<file path="src/rtl/md_pkg.sv">
// Shared encodings for the EX-stage multiply/divide unit.
package md_pkg;

   localparam int unsigned DIV_LAT = 32;

   typedef enum logic [2:0] {
      MD_NONE  = 3'd0,
      MD_MULT  = 3'd1,
      MD_MULTU = 3'd2,
      MD_DIV   = 3'd3,
      MD_DIVU  = 3'd4,
      MD_MTHI  = 3'd5,
      MD_MTLO  = 3'd6
   } md_op_e;

   typedef enum logic [1:0] {
      StIdle = 2'd0,
      StMul  = 2'd1,
      StDiv  = 2'd2
   } md_state_e;

   // Magnitude of a value, or the raw value for unsigned ops.
   function automatic logic [31:0] mag32(input logic [31:0] v, input logic is_signed);
      return (is_signed && v[31]) ? (~v + 32'd1) : v;
   endfunction

endpackage

</file>
<file path="src/rtl/muldiv_div_core.sv">
// Iterative radix-2 restoring divider on unsigned magnitudes, one quotient bit per enabled edge.
// quot/rem present the result of the step taken on the coming edge, so the owner can capture the
// final step's result on the same edge that performs it.
module muldiv_div_core
   import md_pkg::*;
(
   input  logic        clk,
   input  logic        rst,
   input  logic        load,
   input  logic        en,
   input  logic [31:0] dividend,
   input  logic [31:0] divisor,
   output logic [31:0] quot,
   output logic [31:0] rem,
   output logic        last
);

   logic [31:0] q_q, q_d;
   logic [31:0] r_q, r_d;
   logic [31:0] d_q, d_d;
   logic [4:0]  cnt_q, cnt_d;
   logic [32:0] shifted;
   logic [32:0] diff;

   always_comb begin
      shifted = {r_q, q_q[31]};
      diff    = shifted - {1'b0, d_q};
      // Borrow out of the 33-bit subtract means the trial subtraction must be restored.
      if (diff[32]) begin
         quot = {q_q[30:0], 1'b0};
         rem  = shifted[31:0];
      end else begin
         quot = {q_q[30:0], 1'b1};
         rem  = diff[31:0];
      end
      last = (cnt_q == 5'(DIV_LAT - 1));
   end

   always_comb begin
      q_d   = q_q;
      r_d   = r_q;
      d_d   = d_q;
      cnt_d = cnt_q;
      if (load) begin
         q_d   = dividend;
         r_d   = '0;
         d_d   = divisor;
         cnt_d = '0;
      end else if (en) begin
         q_d   = quot;
         r_d   = rem;
         cnt_d = cnt_q + 5'd1;
      end
   end

   always_ff @(posedge clk or posedge rst) begin
      if (rst) begin
         q_q   <= '0;
         r_q   <= '0;
         d_q   <= '0;
         cnt_q <= '0;
      end else begin
         q_q   <= q_d;
         r_q   <= r_d;
         d_q   <= d_d;
         cnt_q <= cnt_d;
      end
   end

endmodule

</file>
<file path="src/rtl/ex_muldiv_unit.sv">
// EX-stage multiply/divide unit owning the architectural HI/LO registers.
// Multiply is a fixed-latency product pipeline; divide uses the iterative restoring core.
module ex_muldiv_unit
   import md_pkg::*;
#(
   parameter int unsigned MULT_LAT = 5
) (
   input  logic        clk,
   input  logic        rst,
   input  logic        start,
   input  logic [2:0]  md_op,
   input  logic [31:0] src_a,
   input  logic [31:0] src_b,
   input  logic        hold,
   output logic        busy,
   output logic        done,
   output logic [31:0] hi,
   output logic [31:0] lo
);

   md_state_e   state_q, state_d;
   logic [2:0]  cnt_q, cnt_d;
   logic        done_q, done_d;
   logic [31:0] hi_q, hi_d;
   logic [31:0] lo_q, lo_d;
   logic [31:0] a_q, a_d;
   logic        dz_q, dz_d;
   logic        qneg_q, qneg_d;
   logic        rneg_q, rneg_d;
   logic [63:0] prod_q [MULT_LAT];
   logic [63:0] prod_d [MULT_LAT];

   logic        accept;
   logic        op_signed;
   logic        is_div;
   logic signed [63:0] mul_a, mul_b;
   logic [63:0] product;
   logic [31:0] div_quot, div_rem;
   logic        div_last;

   assign accept    = start & ~hold & (state_q == StIdle);
   assign op_signed = (md_op == MD_MULT) || (md_op == MD_DIV);
   assign is_div    = (md_op == MD_DIV) || (md_op == MD_DIVU);

   always_comb begin
      mul_a   = {{32{op_signed & src_a[31]}}, src_a};
      mul_b   = {{32{op_signed & src_b[31]}}, src_b};
      product = 64'(mul_a * mul_b);
   end

   muldiv_div_core u_div_core (
      .clk      (clk),
      .rst      (rst),
      .load     (accept & is_div),
      .en       (~hold & (state_q == StDiv)),
      .dividend (mag32(src_a, op_signed)),
      .divisor  (mag32(src_b, op_signed)),
      .quot     (div_quot),
      .rem      (div_rem),
      .last     (div_last)
   );

   // Product pipeline: loaded on accept, advanced on every non-held edge.
   always_comb begin
      for (int i = 0; i < MULT_LAT; i++) begin
         prod_d[i] = prod_q[i];
      end
      if (!hold) begin
         for (int i = 1; i < MULT_LAT; i++) begin
            prod_d[i] = prod_q[i-1];
         end
         if (accept) begin
            prod_d[0] = product;
         end
      end
   end

   always_comb begin
      state_d = state_q;
      cnt_d   = cnt_q;
      done_d  = 1'b0;
      hi_d    = hi_q;
      lo_d    = lo_q;
      a_d     = a_q;
      dz_d    = dz_q;
      qneg_d  = qneg_q;
      rneg_d  = rneg_q;
      if (!hold) begin
         case (state_q)
            StIdle: begin
               if (start) begin
                  case (md_op)
                     MD_MULT, MD_MULTU: begin
                        state_d = StMul;
                        cnt_d   = 3'(MULT_LAT - 1);
                     end
                     MD_DIV, MD_DIVU: begin
                        state_d = StDiv;
                        a_d     = src_a;
                        dz_d    = (src_b == 32'd0);
                        qneg_d  = op_signed & (src_a[31] ^ src_b[31]);
                        rneg_d  = op_signed & src_a[31];
                     end
                     MD_MTHI: hi_d = src_a;
                     MD_MTLO: lo_d = src_a;
                     default: ;
                  endcase
               end
            end
            StMul: begin
               if (cnt_q == 3'd0) begin
                  {hi_d, lo_d} = prod_q[MULT_LAT-1];
                  state_d      = StIdle;
                  done_d       = 1'b1;
               end else begin
                  cnt_d = cnt_q - 3'd1;
               end
            end
            StDiv: begin
               if (div_last) begin
                  if (dz_q) begin
                     lo_d = 32'hFFFF_FFFF;
                     hi_d = a_q;
                  end else begin
                     lo_d = qneg_q ? (~div_quot + 32'd1) : div_quot;
                     hi_d = rneg_q ? (~div_rem + 32'd1) : div_rem;
                  end
                  state_d = StIdle;
                  done_d  = 1'b1;
               end
            end
            default: state_d = StIdle;
         endcase
      end
   end

   always_ff @(posedge clk or posedge rst) begin
      if (rst) begin
         state_q <= StIdle;
         cnt_q   <= '0;
         done_q  <= 1'b0;
         hi_q    <= '0;
         lo_q    <= '0;
         a_q     <= '0;
         dz_q    <= 1'b0;
         qneg_q  <= 1'b0;
         rneg_q  <= 1'b0;
         for (int i = 0; i < MULT_LAT; i++) begin
            prod_q[i] <= '0;
         end
      end else begin
         state_q <= state_d;
         cnt_q   <= cnt_d;
         done_q  <= done_d;
         hi_q    <= hi_d;
         lo_q    <= lo_d;
         a_q     <= a_d;
         dz_q    <= dz_d;
         qneg_q  <= qneg_d;
         rneg_q  <= rneg_d;
         for (int i = 0; i < MULT_LAT; i++) begin
            prod_q[i] <= prod_d[i];
         end
      end
   end

   assign busy = (state_q != StIdle);
   assign done = done_q;
   assign hi   = hi_q;
   assign lo   = lo_q;

endmodule

</file>
<file path="config.mk">
export PLATFORM = sky130hd
export DESIGN_NAME = ex_muldiv_unit
export DESIGN_NICKNAME = d
export VERILOG_FILES = /design/src/rtl/md_pkg.sv /design/src/rtl/muldiv_div_core.sv /design/src/rtl/ex_muldiv_unit.sv
export SDC_FILE = /design/constraint.sdc
export NUM_CORES = 2
export LEC_CHECK = 0
export CAP_MARGIN = 25
export CELL_PAD_IN_SITES_DETAIL_PLACEMENT = 0
export CELL_PAD_IN_SITES_GLOBAL_PLACEMENT = 1
export CORE_ASPECT_RATIO = 2
export CORE_MARGIN = 5
export CORE_UTILIZATION = 30
export DETAILED_ROUTE_END_ITERATION = 10
export PLACE_DENSITY = 0.53
export SYNTH_ARGS = -nofsm -noshare
export SYNTH_HDL_FRONTEND = slang
export SYNTH_SLANG_ARGS = --single-unit
export TNS_END_PERCENT = 50
</file>
<file path="constraint.sdc">
create_clock -name clk -period 20.9 [get_ports clk]
set_clock_uncertainty 0.2 [all_clocks]
set_input_delay 4.18 -clock clk [delete_from_list [all_inputs] [get_ports clk]]
set_output_delay 4.18 -clock clk [all_outputs]
set_load 0.02 [all_outputs]
</file>
# --- After elaboration in Yosys (flattened, before gate mapping) ---
# Cells that the tools add are included.
word_totals:
  regBits: 526
  inputBits: 71
  out_inout_bits: 66
  word_cells: 112
op_classes:
  addsub: 7
  n_mul: 1
  eq_ne: 17
  n_mux: 37
  bitwise_logic: 13
  reduce_logical: 19
ops:
  columns: ["op", "n"]
  rows:
  - ["32-bit two-way mux", 19]
  - ["32-bit case mux with 3 select lines", 2]
  - ["32-bit by 1-bit adder with 32-bit output (second input constant)", 4]
  - ["32-bit NOT", 4]
  - ["33-bit by 33-bit multiplier with 64-bit output", 1]
  - ["33-bit by 32-bit subtractor with 33-bit output", 1]
  - ["32-bit zero test", 1]
  - ["6-bit AND reduction", 2]
  - ["5-bit two-way mux", 2]
  - ["5-bit AND reduction", 2]
  - ["3-bit equality test (second input constant)", 3]
  - ["3-bit two-way mux", 3]
  - ["2-bit inequality test (second input constant)", 4]
  - ["1-bit bitwise AND", 7]
  - ["3-bit by 2-bit equality test with 1-bit output (second input constant)", 2]
  - ["2-bit two-way mux", 3]
  - ["2-bit by 1-bit inequality test with 1-bit output (second input constant)", 3]
  - ["2-bit case mux with 3 select lines", 1]
  - ["3-bit case mux with 2 select lines", 1]
  - ["2-bit nonzero test", 3]
  - ["5-bit by 1-bit adder with 5-bit output (second input constant)", 1]
  - ["5-bit equality test (second input constant)", 1]
  - ["1-bit two-way mux", 4]
  - ["2-bit case mux with 2 select lines", 1]
  - ["16 further kinds", 19]

# --- Logic depth before layout (Yosys ltp) ---
depth:
  depth_word: 8
  depth_mapped: 33
  mapped_depth_nobuf: 30

# --- By module ---
# A second synthesis with hierarchy kept.
unflattened:
  hier_cells: 6914
  hier_area_um2: 64523.1
modules_own_cells:
  columns: ["module", "n_inst", "cells_each", "area_each_um2", "seq_area_each_um2"]
  rows:
  - ["ex_muldiv_unit", 1, 6171, 57964.3, 10635.2]
  - ["muldiv_div_core", 1, 743, 6558.8, 2527.4]

# --- Worst setup path after synthesis ---
# Ideal clock, no wire load.
synth_path:
  kind: "input port to flip-flop"
  from: "input md_op[0]"
  to: "register prod_q[316] (netlist name)"
  setup_time_ps: 135
  t_arrival_ps: 12172
  required_ps: 20565
  setup_slack_ps: 8393
  path_stages: 31
  n_path_buf: 3
  cell_sequence: "nor2b_1 -> clkbuf_1 -> and2_1 -> clkbuf_1 -> buf_1 -> nand2_1 -> inv_1 -> fa_1 -> inv_1 -> fa_1 -> inv_1 -> fa_1 -> fa_1 -> inv_1 -> fa_1 -> inv_1 -> fa_1 -> inv_1 -> fa_1 -> fa_1 -> inv_1 -> ha_1 -> a21oi_1 -> o21ai_0 -> a21o_1 -> a21o_1 -> a221o_1 -> a41oi_1 -> o21ai_0 -> xnor2_1 -> o21ai_0"
synth_via:
  elab_chain_len: 4
synth_lines:
  columns: ["item", "line", "source"]
  rows:
  - ["start: declaration", "ex_muldiv_unit.sv:11", "input logic [2:0] md_op,"]
  - ["3-bit by 1-bit equality test with 1-bit output or 3-bit by 2-bit equality test with 1-bit output (tied branches)", "ex_muldiv_unit.sv:42", "assign op_signed = (md_op == MD_MULT) || (md_op == MD_DIV);"]
  - ["1-bit logical OR *", "ex_muldiv_unit.sv:42", null]
  - ["1-bit bitwise AND, on equally long branches", "ex_muldiv_unit.sv:46, ex_muldiv_unit.sv:47", null]
  - ["33-bit by 33-bit multiplier with 64-bit output *", "ex_muldiv_unit.sv:48", "product = 64'(mul_a * mul_b);"]
  - ["end signal: indexed assignment", "ex_muldiv_unit.sv:162", "prod_q[i] <= prod_d[i];"]
  - ["end: declaration", "ex_muldiv_unit.sv:30", "logic [63:0] prod_q [MULT_LAT];"]
# Mark *: on every way between the ends. The rest lies on a longest branch, timed or not.
# A chain may end at the register's enable or synchronous reset.

# --- Final worst setup path ---
# Same ends and word-level chain as after synthesis.

==> flow_summary.yaml <==
run_status:
  status: "completed"
sta:
  tightest_slew_ns: 1.24
  clock.fmax_ghz: 0.0709
  slew_headroom_pct: 17.0
  period_minus_slack_ns: 14.11
  fin_setup_tns_ns: 0
  rsz0062_at_grt: "false"
  hold_viol_final: 0
  maxSlewViolCount: 0
  timing.final.crit_share_pct: 67.5
  finalSetupViolations: 0
grt:
  busiest_layer: "met2"
  globalRoute.totalOverflow: 0
  use_met3_pct: 1.89
  grt_pass1_wl_um: 381000
  grt_use_met1_pct: 20.9
  grt.met2_usage_pct: 45.6
  antenna_found_initial: 21
  grt_max_degree: 171
  grt_pass1_vias: 54900
  grt.total_usage_pct: 23.3
routing:
  drc: 0
  ant_nets: 0
  via_per_inst: 5.05
  drt-initial-drc-count: 2785
  vias: 48800
  routed_wl_um: 261000
  dr.pass1.iters: 5
  wl_per_cell_um: 27.0
synthesis:
  yosysMostFrequentCell: "inv_1"
  synth_nets: 8413
  syn_inst: 6959
  yosysWarnings: 0
  synth-seq-cells: 526
  async_reset_ff_share_pct: 100
  ys_types: 88
  syn_area_mm2: 0.0647
  synthTopCellsByArea: "fa_1 35%, dfrtp_1 20%, inv_1 7.4%"
  synth_edf_count: 0
  synth.avg_cell_area_um2: 9.30
  yosys.area.top_type: "fa_1"
  seq_area_frac_synth_pct: 20.3
  ys_top_cells_by_count: "1276 x inv_1, 1255 x nand2_1, 1126 x fa_1"
  synth_top_area_share_pct: 34.8
  synthFlopType: "dfrtp_1"
clock_network:
  h-tree-depth: 2
  cts_made_buffers: 52
  path_clk_slew_ns: 0.07
  clock_latency_ns: 0.66
  cts.sinks: 526
  cts_tree: "yes"
  cts_setup_buffers: 0
  ctsResizeCount: 0
  root_buffer: "clkbuf_16"
  cts_buffer_depth: 3
  cts_hold_buffers: 0
worst_setup_path:
  worstSetupPathType: "in -> reg"
  cpMostUsedCell: "fa_1"
  cpPeakStageDelay_ns: 1.00
  critPathRequiredTime_ns: 21.19
  cp_data_arrival_time_ns: 14.40
  worstSetupEndpointType: "register"
  crit_path_start_kind: "input pin"
  critPathMaxFanout: 25
  cp_slowest_cell: "fa_1"
floorplan:
  rows: 241
  die_h_um: 667
  die_width_um: 338
  dieArea_mm2: 0.226
  core_mm2: 0.215
  pin_count: 137
  initial_core_util_pct: 30.1
min_path:
  hold_class: "reg -> reg"
cells_and_area:
  area_delta_synth_final_pct: 8.86
  nets: 8282
  drive_gt1_share_pct: 8.25
  nFillCells: 22500
placement:
  gp_congestion: 0.918
  dp.final_hpwl_um: 202000
  numPortBuffers: 136
flow_run:
  cap_violations: 0
==> layout make-up <==
type | instances | area [um^2] | area share (%)
multi-input combinational | 4722 | 45200 | 64.1
sequential | 526 | 13200 | 18.7
inverter | 1277 | 4800 | 6.82
tap | 2794 | 3500 | 4.96
timing repair buffer | 249 | 2030 | 2.88
clock buffer | 65 | 1410 | 2.00
clock inverter | 31 | 352 | 0.499
antenna | 9 | 22.5 | 0.0320
==> cell families after synthesis <==
family	after synthesis	synth area share, %
compound gates	808	8.18
xor+xnor	210	2.84
mux	289	4.98
simple gates	2032	13.9
fa+ha+maj	1383	39.8
flops	526	20.3
buf+inv	1711	9.98
==> cell usage in the layout, fill, tap and decap left out, types with 25 or more instances in the layout <==
cell type and instances:
xnor2_1 136, a211oi_1 40, xor2_1 74, a21o_1 70, and3_1 36, a31oi_1 54
nor2_1 229, buf_2 48, o21ai_0 237, ha_1 255, a21oi_1 155, clkdlybuf4s50_1 84
nand2b_1 31, and2_1 265, mux2i_1 25, fa_1 1126, nor3_1 41, dfrtp_1 526
clkbuf_16 52, inv_1 1275, o31ai_1 39, a311oi_1 27, nand3_1 52, mux2_2 264
buf_4 108, nand2_1 1253
==> state kept, by name, summed over array words and instances, names as in the netlist <==
| signal | cells |
|---|---|
| state_q | 2 |
| u_div_core.q_q | 32 |
| u_div_core.d_q | 32 |
| lo | 32 |
| qneg_q | 1 |
| prod_q | 320 |
| hi | 32 |
| dz_q | 1 |
| cnt_q | 3 |
| u_div_core.r_q | 32 |
| done | 1 |
| a_q | 32 |
| rneg_q | 1 |
| u_div_core.cnt_q | 5 |
==> through the flow <==
stage,hold WS [ns],instance area [um^2],setup WS (ns),utilization (%),instances
2_1_floorplan,0.235,64700,1.82,-,6959
3_3_place_gp,0.252,68500,6.09,31.9,9561
3_5_place_dp,0.259,68600,6.04,31.9,9564
4_1_cts,0.254,70300,6.70,32.7,9660
5_1_grt,0.290,70400,6.20,32.7,9666
6_report,0.265,70400,6.79,32.8,9673
==> routing by layer <==
metal	up-vias	part of all wire, %
met5	-	0.0042
met4	2	12
met3	746	3.3
met2	1427	55
met1	25500	30
li1	21200	-
==> worst max-delay path, delay by kind of cell <==
kind / cells / cell delay [ns]
buffers and inverters: 10 / 2.32
adders and majority gates: 9 / 4.75
AOI/OAI and AO/OA: 8 / 1.88
xor gates and xnor gates: 1 / 0.15
and+or+nand+nor: 3 / 1.04
==> final timing paths <==
path / endpoint / slack [ns] / depth (start not counted) / from
worst min-delay path: prod_q[162] / 0.27 / 1 / prod_q[226]
worst max register to register: lo[26] / 13.88 / 23 / u_div_core.q_q[31]
min in group asynchronous: cnt_q[1] / 3.90 / 2 / rst
max in group asynchronous: u_div_core.d_q[16] / 14.41 / 4 / rst
worst min register to register: prod_q[162] / 0.27 / 1 / prod_q[226]
worst max-delay path: prod_q[316] / 6.79 / 31 / md_op[0]
Power is not shown: default switching activity piles up to over one toggle a cycle in this logic, so the estimate is an artifact.
